## src/rtl/conv_frame_scheduler_if.sv

```systemverilog
// Handshake bundle between the frame scheduler, the layer controller, the window loader,
// the conv datapath and the downstream pixel consumer.
interface conv_frame_scheduler_if #(
    parameter int CNT_W = 5,
    parameter int ACC_W = 27,
    parameter int OUT_W = 9
);
    logic                    go;
    logic                    abort;
    logic                    win_req;
    logic [CNT_W-1:0]        win_row;
    logic [CNT_W-1:0]        win_col;
    logic                    win_ack;
    logic                    conv_start;
    logic                    conv_done;
    logic signed [ACC_W-1:0] conv_result;
    logic                    out_valid;
    logic                    out_ready;
    logic signed [OUT_W-1:0] out_data;
    logic [CNT_W-1:0]        out_row;
    logic [CNT_W-1:0]        out_col;
    logic                    busy;
    logic                    frame_done;
    logic                    err_timeout;

    modport master (
        input  go, abort, win_ack, conv_done, conv_result, out_ready,
        output win_req, win_row, win_col, conv_start, out_valid, out_data,
               out_row, out_col, busy, frame_done, err_timeout
    );

    modport slave (
        output go, abort, win_ack, conv_done, conv_result, out_ready,
        input  win_req, win_row, win_col, conv_start, out_valid, out_data,
               out_row, out_col, busy, frame_done, err_timeout
    );
endinterface

```

## src/rtl/conv_frame_scheduler.sv

```systemverilog
// Walks one output feature map pixel by pixel: window load, conv pass, result capture,
// requantisation (shift / optional ReLU / saturate) and tagged streaming of the pixel.
module conv_frame_scheduler #(
    parameter int OUT_ROWS = 24,
    parameter int OUT_COLS = 24,
    parameter int CNT_W    = 5,
    parameter int ACC_W    = 27,
    parameter int OUT_W    = 9,
    parameter int SHIFT    = 8,
    parameter int RELU     = 1,
    parameter int TIMEOUT  = 64
) (
    input  logic                   clk,
    input  logic                   reset,
    conv_frame_scheduler_if.master bus
);

    typedef enum logic [2:0] {
        S_IDLE  = 3'd0,
        S_LOAD  = 3'd1,
        S_RUN   = 3'd2,
        S_DRAIN = 3'd3,
        S_EMIT  = 3'd4,
        S_FIN   = 3'd5
    } state_t;

    localparam int                      WD_W     = $clog2(TIMEOUT + 1);
    localparam logic [WD_W-1:0]         WD_LAST  = WD_W'(TIMEOUT - 1);
    localparam logic [CNT_W-1:0]        LAST_ROW = CNT_W'(OUT_ROWS - 1);
    localparam logic [CNT_W-1:0]        LAST_COL = CNT_W'(OUT_COLS - 1);
    localparam logic signed [ACC_W-1:0] SAT_MAX  = ACC_W'((1 << (OUT_W - 1)) - 1);
    localparam logic signed [ACC_W-1:0] SAT_MIN  = ~SAT_MAX;

    state_t                  state_q, state_d;
    logic [CNT_W-1:0]        row_q, row_d;
    logic [CNT_W-1:0]        col_q, col_d;
    logic [WD_W-1:0]         wdog_q, wdog_d;
    logic signed [ACC_W-1:0] cap_q, cap_d;
    logic signed [OUT_W-1:0] odata_q, odata_d;
    logic                    err_q, err_d;

    // Arithmetic shift keeps the sign; ReLU is applied before the clamp so it only ever widens toward 0.
    function automatic logic signed [OUT_W-1:0] requant(input logic signed [ACC_W-1:0] acc);
        logic signed [ACC_W-1:0] s;
        logic signed [OUT_W-1:0] r;
        s = acc >>> SHIFT;
        if (RELU != 0 && s[ACC_W-1]) begin
            s = '0;
        end
        if (s > SAT_MAX) begin
            r = SAT_MAX[OUT_W-1:0];
        end else if (s < SAT_MIN) begin
            r = SAT_MIN[OUT_W-1:0];
        end else begin
            r = s[OUT_W-1:0];
        end
        return r;
    endfunction

    always_ff @(posedge clk) begin
        if (reset) begin
            state_q <= S_IDLE;
            row_q   <= '0;
            col_q   <= '0;
            wdog_q  <= '0;
            cap_q   <= '0;
            odata_q <= '0;
            err_q   <= 1'b0;
        end else begin
            state_q <= state_d;
            row_q   <= row_d;
            col_q   <= col_d;
            wdog_q  <= wdog_d;
            cap_q   <= cap_d;
            odata_q <= odata_d;
            err_q   <= err_d;
        end
    end

    always_comb begin
        state_d = state_q;
        row_d   = row_q;
        col_d   = col_q;
        wdog_d  = wdog_q;
        cap_d   = cap_q;
        odata_d = odata_q;
        err_d   = err_q;
        // Abort outranks every other transition, including a same-cycle done or accept.
        if (bus.abort && state_q != S_IDLE) begin
            state_d = S_IDLE;
        end else begin
            case (state_q)
                S_IDLE: begin
                    if (bus.go) begin
                        state_d = S_LOAD;
                        row_d   = '0;
                        col_d   = '0;
                        err_d   = 1'b0;
                    end
                end
                S_LOAD: begin
                    if (bus.win_ack) begin
                        state_d = S_RUN;
                        wdog_d  = '0;
                    end
                end
                S_RUN: begin
                    if (bus.conv_done) begin
                        cap_d   = bus.conv_result;
                        state_d = S_DRAIN;
                    end else if (wdog_q == WD_LAST) begin
                        err_d   = 1'b1;
                        state_d = S_IDLE;
                    end else begin
                        wdog_d = wdog_q + 1'b1;
                    end
                end
                S_DRAIN: begin
                    odata_d = requant(cap_q);
                    state_d = S_EMIT;
                end
                S_EMIT: begin
                    if (bus.out_ready) begin
                        if (col_q == LAST_COL) begin
                            col_d = '0;
                            if (row_q == LAST_ROW) begin
                                state_d = S_FIN;
                            end else begin
                                row_d   = row_q + 1'b1;
                                state_d = S_LOAD;
                            end
                        end else begin
                            col_d   = col_q + 1'b1;
                            state_d = S_LOAD;
                        end
                    end
                end
                S_FIN: begin
                    state_d = S_IDLE;
                end
                default: begin
                    state_d = S_IDLE;
                end
            endcase
        end
    end

    always_comb begin
        bus.win_req     = 1'b0;
        bus.conv_start  = 1'b0;
        bus.out_valid   = 1'b0;
        bus.frame_done  = 1'b0;
        bus.busy        = (state_q != S_IDLE);
        bus.err_timeout = err_q;
        bus.win_row     = '0;
        bus.win_col     = '0;
        bus.out_row     = '0;
        bus.out_col     = '0;
        bus.out_data    = '0;
        if (state_q != S_IDLE) begin
            bus.win_row = row_q;
            bus.win_col = col_q;
        end
        case (state_q)
            S_LOAD: bus.win_req    = 1'b1;
            S_RUN:  bus.conv_start = 1'b1;
            S_EMIT: begin
                bus.out_valid = 1'b1;
                bus.out_data  = odata_q;
                bus.out_row   = row_q;
                bus.out_col   = col_q;
            end
            S_FIN:  bus.frame_done = 1'b1;
            default: begin
            end
        endcase
    end

endmodule

```

## src/flat_wrapper.sv

```systemverilog
// flat-port wrapper written by rule: the top's interface ports become plain ports
module conv_frame_scheduler_flat 
#(
    parameter int OUT_ROWS = 24,
    parameter int OUT_COLS = 24,
    parameter int CNT_W    = 5,
    parameter int ACC_W    = 27,
    parameter int OUT_W    = 9,
    parameter int SHIFT    = 8,
    parameter int RELU     = 1,
    parameter int TIMEOUT  = 64
)
  (clk, reset, bus_go, bus_abort, bus_win_ack, bus_conv_done, bus_conv_result, bus_out_ready, bus_win_req, bus_win_row, bus_win_col, bus_conv_start, bus_out_valid, bus_out_data, bus_out_row, bus_out_col, bus_busy, bus_frame_done, bus_err_timeout);
  conv_frame_scheduler_if #(.CNT_W(CNT_W), .ACC_W(ACC_W), .OUT_W(OUT_W)) bus_i ();
  input  logic clk;
  input  logic reset;
  input wire logic [$bits(bus_i.go)-1:0] bus_go;
  input wire logic [$bits(bus_i.abort)-1:0] bus_abort;
  input wire logic [$bits(bus_i.win_ack)-1:0] bus_win_ack;
  input wire logic [$bits(bus_i.conv_done)-1:0] bus_conv_done;
  input wire logic [$bits(bus_i.conv_result)-1:0] bus_conv_result;
  input wire logic [$bits(bus_i.out_ready)-1:0] bus_out_ready;
  output wire logic [$bits(bus_i.win_req)-1:0] bus_win_req;
  output wire logic [$bits(bus_i.win_row)-1:0] bus_win_row;
  output wire logic [$bits(bus_i.win_col)-1:0] bus_win_col;
  output wire logic [$bits(bus_i.conv_start)-1:0] bus_conv_start;
  output wire logic [$bits(bus_i.out_valid)-1:0] bus_out_valid;
  output wire logic [$bits(bus_i.out_data)-1:0] bus_out_data;
  output wire logic [$bits(bus_i.out_row)-1:0] bus_out_row;
  output wire logic [$bits(bus_i.out_col)-1:0] bus_out_col;
  output wire logic [$bits(bus_i.busy)-1:0] bus_busy;
  output wire logic [$bits(bus_i.frame_done)-1:0] bus_frame_done;
  output wire logic [$bits(bus_i.err_timeout)-1:0] bus_err_timeout;
  assign bus_i.go = bus_go;
  assign bus_i.abort = bus_abort;
  assign bus_i.win_ack = bus_win_ack;
  assign bus_i.conv_done = bus_conv_done;
  assign bus_i.conv_result = bus_conv_result;
  assign bus_i.out_ready = bus_out_ready;
  assign bus_win_req = bus_i.win_req;
  assign bus_win_row = bus_i.win_row;
  assign bus_win_col = bus_i.win_col;
  assign bus_conv_start = bus_i.conv_start;
  assign bus_out_valid = bus_i.out_valid;
  assign bus_out_data = bus_i.out_data;
  assign bus_out_row = bus_i.out_row;
  assign bus_out_col = bus_i.out_col;
  assign bus_busy = bus_i.busy;
  assign bus_frame_done = bus_i.frame_done;
  assign bus_err_timeout = bus_i.err_timeout;
  conv_frame_scheduler #(.OUT_ROWS(OUT_ROWS), .OUT_COLS(OUT_COLS), .CNT_W(CNT_W), .ACC_W(ACC_W), .OUT_W(OUT_W), .SHIFT(SHIFT), .RELU(RELU), .TIMEOUT(TIMEOUT)) u_core (.clk(clk), .reset(reset), .bus(bus_i));
endmodule
```

## config.mk

```make
export PLATFORM = sky130hd
export DESIGN_NAME = conv_frame_scheduler_flat
export DESIGN_NICKNAME = d
export VERILOG_FILES = /design/src/rtl/conv_frame_scheduler_if.sv /design/src/rtl/conv_frame_scheduler.sv /design/src/flat_wrapper.sv
export SDC_FILE = /design/constraint.sdc
export NUM_CORES = 1
export LEC_CHECK = 0
export BUFFER_PORTS_ARGS = -buffer_cell sky130_fd_sc_hd__buf_2
export CORE_MARGIN = 8
export CORE_UTILIZATION = 50
export CTS_BUF_LIST = sky130_fd_sc_hd__clkbuf_2
export DETAILED_ROUTE_END_ITERATION = 7
export PLACE_DENSITY = 0.79
export SETUP_SLACK_MARGIN = 0.15
export SYNTH_ARGS = -nofsm -noshare
export SYNTH_HDL_FRONTEND = slang
export SYNTH_SLANG_ARGS = --single-unit
export TNS_END_PERCENT = 30
```

## constraint.sdc

```tcl
create_clock -name clk -period 3.6 [get_ports clk]
set_clock_uncertainty 0.2 [all_clocks]
set_input_delay 0.36 -clock clk [delete_from_list [all_inputs] [get_ports clk]]
set_output_delay 0.36 -clock clk [all_outputs]
set_load 0.02 [all_outputs]
```

# Word level (Yosys, flattened, before mapping)
# Index checks and enable logic that the tools add are counted.
[classes]
n_lt_le_gt_ge = 2
reduce_logical = 14
mux = 38
eq_ne = 17
bitwise = 1
add_sub_neg = 3
[ops]
columns = ["operator", "n"]
rows = [
  ["$mux 27", 2],
  ["$mux 5", 10],
  ["$gt 27x9->1 const B", 1],
  ["$lt 27x9->1 const B", 1],
  ["$mux 9", 3],
  ["$mux 3", 7],
  ["$mux 7", 3],
  ["$pmux 5 s2", 2],
  ["$mux 18", 1],
  ["$pmux 3 s5", 1],
  ["$pmux 7 s2", 1],
  ["$ne 2x2->1 const B", 6],
  ["$add 5x1->5 const B", 2],
  ["$eq 5x5->1 const B", 2],
  ["$reduce_and 5->1", 2],
  ["$reduce_and 4->1", 2],
  ["$add 7x1->7 const B", 1],
  ["$eq 7x6->1 const B", 1],
  ["$mux 1", 7],
  ["$eq 3x2->1 const B", 2],
  ["$eq 3x3->1 const B", 2],
  ["$reduce_and 6->1", 1],
  ["$reduce_bool 2->1", 3],
  ["$ne 2x1->1 const B", 2],
  ["other kinds (10)", 10],
]
[totals]
out_inout_bits = 35
regBits = 57
wordCells = 82
inputBits = 34

# Logic depth before layout (Yosys ltp)
# Gate-level depths: netlist of the first run.
[depth]
word_depth = 6
depth_mapped = 7

# Worst setup path after synthesis of the first run
# OpenSTA, ideal clock, no wires.
[synth_timing]
path_type = "register -> output"
startpoint = "register u_core.state_q[2]"
endpoint = "output bus_out_col[0]"
n_path_buf = 2
stages_incl_launch_ff = 6
t_arrival_ns = 1.562
setup_slack_ns = 1.478
required_ns = 3.040
path_cell_list = "dfxtp_1 > or3b_1 > buf_6 > inv_2 > clkbuf_1 > and2_1"
[synth_between]
elab_chain_cells = 2
[synth_lines]
columns = ["element", "line_no", "text"]
rows = [
  ["start: declaration", "conv_frame_scheduler.sv:34", "state_t state_q, state_d;"],
  ["start signal: assignment", "conv_frame_scheduler.sv:70", "state_q <= state_d;"],
  ["$eq 3x3->1", "conv_frame_scheduler.sv:164", "case (state_q)"],
  ["$mux 5", "conv_frame_scheduler.sv:164", ""],
  ["end: declaration", "flat_wrapper.sv:30", "output wire logic [$bits(bus_i.out_col)-1:0] bus_out_col;"],
]
# Every way passes these cells.

# Worst setup path in the final report of the first run
[layout_timing]
startpoint = "register u_core.state_q[2]"
endpoint = "output bus_out_data[8]"
[layout_between]
elab_chain_cells = 2
[layout_lines]
columns = ["element", "line_no", "text"]
rows = [
  ["$eq 3x3->1", "conv_frame_scheduler.sv:164", ""],
  ["$mux 9", "conv_frame_scheduler.sv:164", ""],
  ["end: declaration", "flat_wrapper.sv:28", "output wire logic [$bits(bus_i.out_data)-1:0] bus_out_data;"],
]
# Every way passes these cells.

==> tab_implementation.tex, run 1 <==
\begin{tabular}{lr}
\hline
Metric & Value \\
\hline
\multicolumn{2}{l}{\textbf{Critical path}} \\
\quad Critical path's slowest cell & sky130\_fd\_sc\_hd\_\_dfxtp\_1 \\
\quad Worst path bufs/invs & 2 \\
\quad Req. time, crit path & 3.04 ns \\
\quad Kind of end point of the critical path & output pin \\
\quad Terminus of the critical flop-to-flop path & u\_core.state\_q[1] \\
\quad Crit start category & flip-flop \\
\quad Kind of cell with the highest combined delay on the critical path & simple AND/OR/NAND/NOR gates \\
\quad Flop-to-flop setup slack & 1.00 ns \\
\quad Stage delay of the slowest cell on the critical path & 0.68 ns \\
\quad Endpoint arrival time on the critical path & 2.29 ns \\
\quad Critical Path Start & u\_core.state\_q[2] \\
\quad CP max FO & 21 \\
\quad R2R depth & 5 \\
\quad Worst reg2reg path startpoint & u\_core.state\_q[2] \\
\quad Series of cell instances along the critical path & or3b\_1 -> inv\_2 -> and2\_1 -> buf\_2 \\
\quad Critical path class & flip-flop to output pin \\
\multicolumn{2}{l}{\textbf{Job}} \\
\quad Number of max-capacitance violations reported & 0 \\
\multicolumn{2}{l}{\textbf{Clock tree}} \\
\quad Clock slew at the register clock pins of the worst setup and hold paths & 0.25 ns \\
\quad Sink Count & 49 \\
\quad Post-cts sizing count & 0 \\
\quad Number of buffers added by the clock tree synthesis step & 5 \\
\quad TritonCTS clock tree & built \\
\quad Hold\_buf cts & 21 \\
\quad Post-CTS setup buffer count & 0 \\
\quad H-Tree Level Count & 2 \\
\quad Largest buffer count on any clock path & 2 \\
\quad CTS Root Cell & sky130\_fd\_sc\_hd\_\_clkbuf\_2 \\
\quad Latest clock arrival within the worst-skew pair & 0.43 ns \\
\multicolumn{2}{l}{\textbf{Worst hold path}} \\
\quad Startpoint of the worst hold path & bus\_go \\
\quad Worst hold path class & primary input to flip-flop \\
\quad Cell depth of the worst min-delay path & 4 \\
\quad Endpoint of the worst hold path & u\_core.row\_q[4] \\
\multicolumn{2}{l}{\textbf{Logic synthesis}} \\
\quad Fraction of registers with async set or reset after synthesis & 0 \\
\quad Sequential-to-total area share from yosys stat & 0.395 \\
\quad Top cells by area, synth & sky130\_fd\_sc\_hd\_\_dfxtp\_1, sky130\_fd\_sc\_hd\_\_mux2i\_1, sky130\_fd\_sc\_hd\_\_and2\_1, sky130\_fd\_sc\_hd\_\_nor2\_1, sky130\_fd\_sc\_hd\_\_a21oi\_1 \\
\quad Summed instance area of the synthesized netlist & 2480 µm² \\
\quad Most frequent cell after synthesis & sky130\_fd\_sc\_hd\_\_dfxtp\_1 \\
\quad Nets in the synthesized netlist & 316 \\
\quad YS warnings & 0 \\
\quad Synth Flop Type & sky130\_fd\_sc\_hd\_\_dfxtp\_1 \\
\quad Yosys cell types & 55 \\
\quad Average footprint of a synthesized cell & 8.89 µm² \\
\quad Library cell with the largest summed area after synthesis & sky130\_fd\_sc\_hd\_\_dfxtp\_1 \\
\quad Share of the synthesized area in the top cell type & 0.395 \\
\quad Post-synthesis instance total & 279 \\
\quad Most frequent cells after synthesis & sky130\_fd\_sc\_hd\_\_dfxtp\_1, sky130\_fd\_sc\_hd\_\_nor2\_1, sky130\_fd\_sc\_hd\_\_and2\_1 \\
\quad Count of flip-flops with a built-in enable after synthesis & 0 \\
\quad FF+latch count, synth & 49 \\
\multicolumn{2}{l}{\textbf{Power}} \\
\quad Total power per unit cell area & 327 nW/µm² \\
\quad Static leakage & 0.00143 µW \\
\quad Max rail drop VDD & 236 µV \\
\multicolumn{2}{l}{\textbf{STA}} \\
\quad Max Transition Viols Final & 0 \\
\quad Portion of the clock cycle consumed by the worst path in the final layout & 0.792 \\
\quad Worst hold-check slack & 0.0434 ns \\
\quad Hold Fails Final Rpt & 0 \\
\quad Fmax & 351 MHz \\
\quad Setup repair after global routing missed its margin & no \\
\quad Worst slew pin tran & 0.708 ns \\
\quad Fin worst setup slack & 0.748 ns \\
\quad Min cycle time layout & 2.85 ns \\
\quad Relative max-transition margin & 0.528 \\
\quad Number of setup violations in the final report & 0 \\
\quad Aggregate negative setup slack & 0 ns \\
\multicolumn{2}{l}{\textbf{GRT}} \\
\quad Number of antenna violations at the first check in global routing & 0 \\
\quad Global-route wire length before repair & 9.62 mm \\
\quad Residual overflow from global routing & 0 \\
\quad Vias in the first global route & 2108 \\
\quad Largest net degree at the start of global routing & 39 \\
\quad Global-route total usage across every layer & 0.157 \\
\multicolumn{2}{l}{\textbf{Cells and area}} \\
\quad N\_diodes & 0 \\
\quad Layout net count & 389 \\
\quad Share of layout cells above drive strength 1 & 0.246 \\
\quad Area overhead of the layout relative to synthesis & 21.8\% \\
\multicolumn{2}{l}{\textbf{Detailed routing}} \\
\quad Router iterations before antenna repair & 5 \\
\quad Post-route met1 wirelength & 2.62 mm \\
\quad Average routed wire per standard cell & 13.9 µm \\
\quad Detailed router's first-iteration violation count & 101 \\
\quad Routed met2 length & 2.69 mm \\
\quad Detail Route Antenna Nets & 0 \\
\quad Routed length on met3 & 456 µm \\
\quad Final WL & 5.84 mm \\
\quad Total number of vias & 2237 \\
\quad Via-per-instance ratio & 5.33 \\
\quad Top layer used by detailed routing & met4 \\
\quad DRC & 0 \\
\multicolumn{2}{l}{\textbf{Floorplan}} \\
\quad Initial core utilization & 0.522 \\
\quad I/O Pins & 69 \\
\quad Core Box Area & 4750 µm² \\
\quad Die Area & 7470 µm² \\
\quad Die boundary width & 86.4 µm \\
\quad Die Y & 86.4 µm \\
\quad Count of standard-cell rows & 25 \\
\multicolumn{2}{l}{\textbf{Place}} \\
\quad Count of buffers inserted at the top-level ports & 60 \\
\quad Final GP Congestion & 0.765 \\
\quad Detailed-placement wirelength estimate & 4.04 mm \\
\quad Pre-CTS WS & 1.26 ns \\
\multicolumn{2}{l}{\textbf{Outcome}} \\
\quad Result of the run & finished clean \\
\hline
\end{tabular}
==> cell families (layout without fill, tap and decap cells) <==
logic type	count (synthesis)	count (layout)	share of synthesized area
compound gates	53	53	0.142
xor+xnor	2	2	0.00706
fa+ha+maj	3	3	0.0151
buf+inv	20	94	0.0474
flops	49	49	0.395
mux	20	20	0.0807
simple gates	132	132	0.312
==> registers in the layout, indices dropped and copies added, names as in the netlist <==
register,count
u_core.col_q,5
u_core.cap_q,19
u_core.bus.err_timeout,1
u_core.row_q,5
u_core.wdog_q,7
u_core.odata_q,9
u_core.state_q,3
==> stage by stage <==
step                total power [µW]  instances  utilization  cell area [µm²]
floorplan                        713        279            -             2480
global placement                 753        391        0.583             2770
CTS                              996        420        0.636             3020
detailed placement               758        391        0.583             2770
global route                    1040        420        0.636             3020
finish                           989        420        0.636             3020
==> routing by layer <==
layer  vias up  global-route usage
met5         -                   0
met2        70               0.262
met4         0              0.0548
li1       1133                   -
met1      1026               0.181
met3         8              0.0577
==> layout make-up <==
cell class / count / area, µm²
clock buffer: 5 / 25.0
clock inverter: 3 / 17.5
fill: 416 / 1730
inverter: 4 / 15.0
multi-input combinational: 210 / 1380
sequential: 49 / 981
tap: 67 / 83.8
timing repair buffer: 82 / 518
==> worst min-delay path, delay by kind of cell <==
kind	cells	cell delay [ns]
buffers and inverters	1	0.11
AO/OA/AOI/OAI	1	0.06
AND/OR/NAND/NOR	2	0.14
==> cell usage in the layout (no fill, tap or decap), drive strengths merged, types with 4 or more instances in the layout <==
master,n
a211oi,9
buf,61
dlygate4sd3,21
nand4b,4
o21ai,8
a21oi,17
mux2i,20
nand2,15
nand3b,5
and2,27
nor3b,7
nor2,39
nand3,7
and3b,4
o31ai,5
dfxtp,49
or4,4
inv,4
clkbuf,5
==> power breakdown <==
group / leakage [µW] / switching [µW] / internal, µW
clock network: 0.0000287 / 177 / 45.3
logic: 0.00101 / 100 / 83.3
registers: 0.000396 / 23.5 / 560
==> worst max-delay path by stage <==
stage,cells past startpoint,to,slack (ns)
2_1_floorplan,5,bus_out_col[0],1.48
3_3_place_gp,4,bus_out_data[8],1.27
3_5_place_dp,4,bus_out_data[8],1.26
4_1_cts,4,bus_out_data[8],0.73
5_1_grt,4,bus_win_col[3],0.61
6_report,4,bus_out_data[8],0.75
No activity file was read; power rests on OpenSTA's default activity.
==> run 2: changes to the inputs <==
--- a/config.mk
+++ b/config.mk
@@ -7,10 +7,10 @@
 export LEC_CHECK = 0
 export BUFFER_PORTS_ARGS = -buffer_cell sky130_fd_sc_hd__buf_2
 export CORE_MARGIN = 8
-export CORE_UTILIZATION = 50
+export CORE_UTILIZATION = 49
 export CTS_BUF_LIST = sky130_fd_sc_hd__clkbuf_2
 export DETAILED_ROUTE_END_ITERATION = 7
-export PLACE_DENSITY = 0.79
+export PLACE_DENSITY = 0.81
 export SETUP_SLACK_MARGIN = 0.15
 export SYNTH_ARGS = -nofsm -noshare
 export SYNTH_HDL_FRONTEND = slang
==> constraint.sdc (replaced) <==
create_clock -name clk -period 2.3 [get_ports clk]
set_clock_uncertainty 0.2 [all_clocks]
set_input_delay 0.23 -clock clk [delete_from_list [all_inputs] [get_ports clk]]
set_output_delay 0.23 -clock clk [all_outputs]
set_load 0.02 [all_outputs]
==> tab_implementation.tex, run 2 (synthesis gave the netlist of run 1 again) <==
\begin{tabular}{lr}
\hline
Metric & Value \\
\hline
\multicolumn{2}{l}{\textbf{Outcome}} \\
\quad Result of the run & finished clean (unchanged) \\
\multicolumn{2}{l}{\textbf{Power}} \\
\quad Switching power & 505 µW (was 300 µW) \\
\quad Combinational Power Share & 0.195 (was 0.186) \\
\quad Seq pwr share & 0.569 (was 0.590) \\
\quad Design internal power & 1110 µW (was 689 µW) \\
\quad Static leakage & 0.00154 µW (was 0.00143 µW) \\
\quad Max rail drop VDD & 394 µV (was 236 µV) \\
\quad Share of total power consumed by net switching & 0.313 (was 0.304) \\
\quad Total power per unit cell area & 480 nW/µm² (was 327 nW/µm²) \\
\quad Share of total power in the clock network & 0.235 (was 0.224) \\
\multicolumn{2}{l}{\textbf{Floorplan}} \\
\quad Count of standard-cell rows & 26 (was 25) \\
\quad Die boundary width & 87.2 µm (was 86.4 µm) \\
\quad Core Box Area & 5010 µm² (was 4750 µm²) \\
\quad I/O Pins & 69 (unchanged) \\
\quad Die Area & 7600 µm² (was 7470 µm²) \\
\quad Initial core utilization & 0.495 (was 0.522) \\
\quad Die Y & 87.2 µm (was 86.4 µm) \\
\multicolumn{2}{l}{\textbf{Critical path}} \\
\quad R2R depth & 6 (was 5) \\
\quad Terminus of the critical flop-to-flop path & u\_core.state\_q[1] (unchanged) \\
\quad Worst path bufs/invs & 3 (was 2) \\
\quad Series of cell instances along the critical path & buf\_8 -> or3b\_4 -> clkinvlp\_4 -> and2\_1 -> buf\_6 (was or3b\_1 -> inv\_2 -> and2\_1 -> buf\_2) \\
\quad CP max FO & 5 (was 21) \\
\quad Critical path class & flip-flop to output pin (unchanged) \\
\quad Kind of cell with the highest combined delay on the critical path & simple AND/OR/NAND/NOR gates (unchanged) \\
\quad Worst reg2reg path startpoint & u\_core.state\_q[2] (unchanged) \\
\quad Critical path's slowest cell & sky130\_fd\_sc\_hd\_\_or3b\_4 (was sky130\_fd\_sc\_hd\_\_dfxtp\_1) \\
\quad Critical Path Start & u\_core.state\_q[2] (unchanged) \\
\quad Stage delay of the slowest cell on the critical path & 0.46 ns (was 0.68 ns) \\
\quad Kind of end point of the critical path & output pin (unchanged) \\
\quad Crit start category & flip-flop (unchanged) \\
\quad Endpoint arrival time on the critical path & 1.82 ns (was 2.29 ns) \\
\quad Req. time, crit path & 1.87 ns (was 3.04 ns) \\
\quad Flop-to-flop setup slack & 0.21 ns (was 1.00 ns) \\
\multicolumn{2}{l}{\textbf{STA}} \\
\quad Fin worst setup slack & 0.0496 ns (was 0.748 ns) \\
\quad Number of setup violations in the final report & 0 (unchanged) \\
\quad Hold Fails Final Rpt & 0 (unchanged) \\
\quad Relative max-transition margin & 0.643 (was 0.528) \\
\quad Aggregate negative setup slack & 0 ns (unchanged) \\
\quad Max Transition Viols Final & 0 (unchanged) \\
\quad Portion of the clock cycle consumed by the worst path in the final layout & 0.978 \\
\quad Setup repair after global routing missed its margin & yes (was no) \\
\quad Worst hold-check slack & 0.0370 ns (was 0.0434 ns) \\
\quad Fmax & 444 MHz \\
\quad Worst slew pin tran & 0.535 ns (was 0.708 ns) \\
\quad Min cycle time layout & 2.25 ns \\
\multicolumn{2}{l}{\textbf{Cells and area}} \\
\quad Layout net count & 404 (was 389) \\
\quad N\_diodes & 0 (unchanged) \\
\quad Top register by number of flip-flops & u\_core.cap\_q (unchanged) \\
\quad Highest-count cells in the layout ignoring fill and taps & sky130\_fd\_sc\_hd\_\_dfxtp\_1, sky130\_fd\_sc\_hd\_\_buf\_2, sky130\_fd\_sc\_hd\_\_nor2\_1 (was sky130\_fd\_sc\_hd\_\_buf\_2, sky130\_fd\_sc\_hd\_\_dfxtp\_1, sky130\_fd\_sc\_hd\_\_nor2\_1) \\
\quad Biggest registers after layout & u\_core.cap\_q: 19 flops, u\_core.odata\_q: 9 flops, u\_core.wdog\_q: 7 flops (unchanged) \\
\quad Number of flip-flops under the largest register name & 19 (unchanged) \\
\quad Area overhead of the layout relative to synthesis & 35.8\% (was 21.8\%) \\
\quad Most common library cell in the layout ignoring fill and taps & sky130\_fd\_sc\_hd\_\_dfxtp\_1 (was sky130\_fd\_sc\_hd\_\_buf\_2) \\
\quad Share of layout cells above drive strength 1 & 0.329 (was 0.246) \\
\quad Post-route core utilization & 0.672 (was 0.636) \\
\multicolumn{2}{l}{\textbf{Worst hold path}} \\
\quad Worst hold path class & primary input to flip-flop (unchanged) \\
\quad Startpoint of the worst hold path & reset (was bus\_go) \\
\quad Cell depth of the worst min-delay path & 2 (was 4) \\
\quad Endpoint of the worst hold path & u\_core.cap\_q[8] (was u\_core.row\_q[4]) \\
\multicolumn{2}{l}{\textbf{GRT}} \\
\quad Global-route total usage across every layer & 0.171 (was 0.157) \\
\quad Number of antenna violations at the first check in global routing & 0 (unchanged) \\
\quad Vias in the first global route & 2276 (was 2108) \\
\quad Residual overflow from global routing & 0 (unchanged) \\
\quad Global-route wire length before repair & 10.4 mm (was 9.62 mm) \\
\quad Largest net degree at the start of global routing & 29 (was 39) \\
\multicolumn{2}{l}{\textbf{Place}} \\
\quad Final GP Congestion & 0.824 (was 0.765) \\
\quad Count of buffers inserted at the top-level ports & 60 (unchanged) \\
\quad Detailed-placement wirelength estimate & 4.14 mm (was 4.04 mm) \\
\quad Pre-CTS WS & 0.300 ns (was 1.26 ns) \\
\multicolumn{2}{l}{\textbf{Clock tree}} \\
\quad Sink Count & 49 (unchanged) \\
\quad Largest buffer count on any clock path & 2 (unchanged) \\
\quad Latest clock arrival within the worst-skew pair & 0.43 ns (about the same) \\
\quad Number of buffers added by the clock tree synthesis step & 5 (unchanged) \\
\quad CTS Root Cell & sky130\_fd\_sc\_hd\_\_clkbuf\_2 (unchanged) \\
\quad H-Tree Level Count & 2 (unchanged) \\
\quad Clock slew at the register clock pins of the worst setup and hold paths & 0.28 ns (was 0.25 ns) \\
\quad TritonCTS clock tree & built (unchanged) \\
\multicolumn{2}{l}{\textbf{Detailed routing}} \\
\quad Average routed wire per standard cell & 14.9 µm (was 13.9 µm) \\
\quad Final WL & 6.51 mm (was 5.84 mm) \\
\quad Detailed router's first-iteration violation count & 69 (was 101) \\
\quad Via-per-instance ratio & 5.35 (was 5.33) \\
\quad Total number of vias & 2342 (was 2237) \\
\quad DRC & 0 (unchanged) \\
\quad Detail Route Antenna Nets & 0 (unchanged) \\
\quad Router iterations before antenna repair & 4 (was 5) \\
\multicolumn{2}{l}{\textbf{Job}} \\
\quad Number of max-capacitance violations reported & 0 (unchanged) \\
\hline
\end{tabular}
-- run 2: what timing repair did --
item | 4_1_cts | 5_1_grt
gates cloned | 3 | 0
buffers inserted | 3 | 0
endpoints found under the hold margin | 30 | 0
pin swaps | 4 | 9
hold buffers | 25 | 0
resized for setup | 34 | 40
endpoints found under the setup margin | 33 | 34
-- run 2: cell type report --
type | instances | area [µm²]
fill | 414 | 1640
multi-input combinational | 210 | 1450
sequential | 49 | 987
timing repair buffer | 94 | 754
tap | 70 | 87.6
clock buffer | 5 | 25.0
clock inverter | 3 | 25.0
timing repair inverter | 3 | 21.3
inverter | 4 | 20.0
-- run 2: worst max path at each step --
| stage | cells past startpoint | endpoint | slack [ns] |
|---|---|---|---|
| 6_report | 5 | bus_out_row[3] | 0.05 |
| 5_1_grt | 5 | bus_out_row[3] | -0.02 |
| 4_1_cts | 5 | bus_out_data[8] | 0.06 |
| 3_5_place_dp | 5 | u_core.row_q[2] | 0.30 |
| 3_3_place_gp | 5 | u_core.col_q[4] | 0.34 |
| 2_1_floorplan | 5 | bus_out_col[0] | 0.31 |
-- run 2: stage by stage --
stage               total power, µW  instance area (µm²)  cells
global placement               1190                 2810    399
floorplan                      1120                 2480    279
CTS                            1610                 3240    438
detailed placement             1200                 2810    399
finish                         1620                 3370    438
global route                   1700                 3370    438
-- run 2: layer usage --
metal  track usage  vias up  part of all wire
met5             0        -                 0
li1              -     1175                 -
met2         0.300       66              0.50
met3        0.0500       10             0.065
met1         0.194     1091              0.42
met4        0.0500        0             0.015
-- run 2: power groups by stage --
stage	clock network, µW	logic [µW]	registers [µW]
floorplan	0	206	911
global placement	0	262	926
detailed placement	0	268	928
CTS	386	306	917
global route	423	348	926
finish	380	316	920
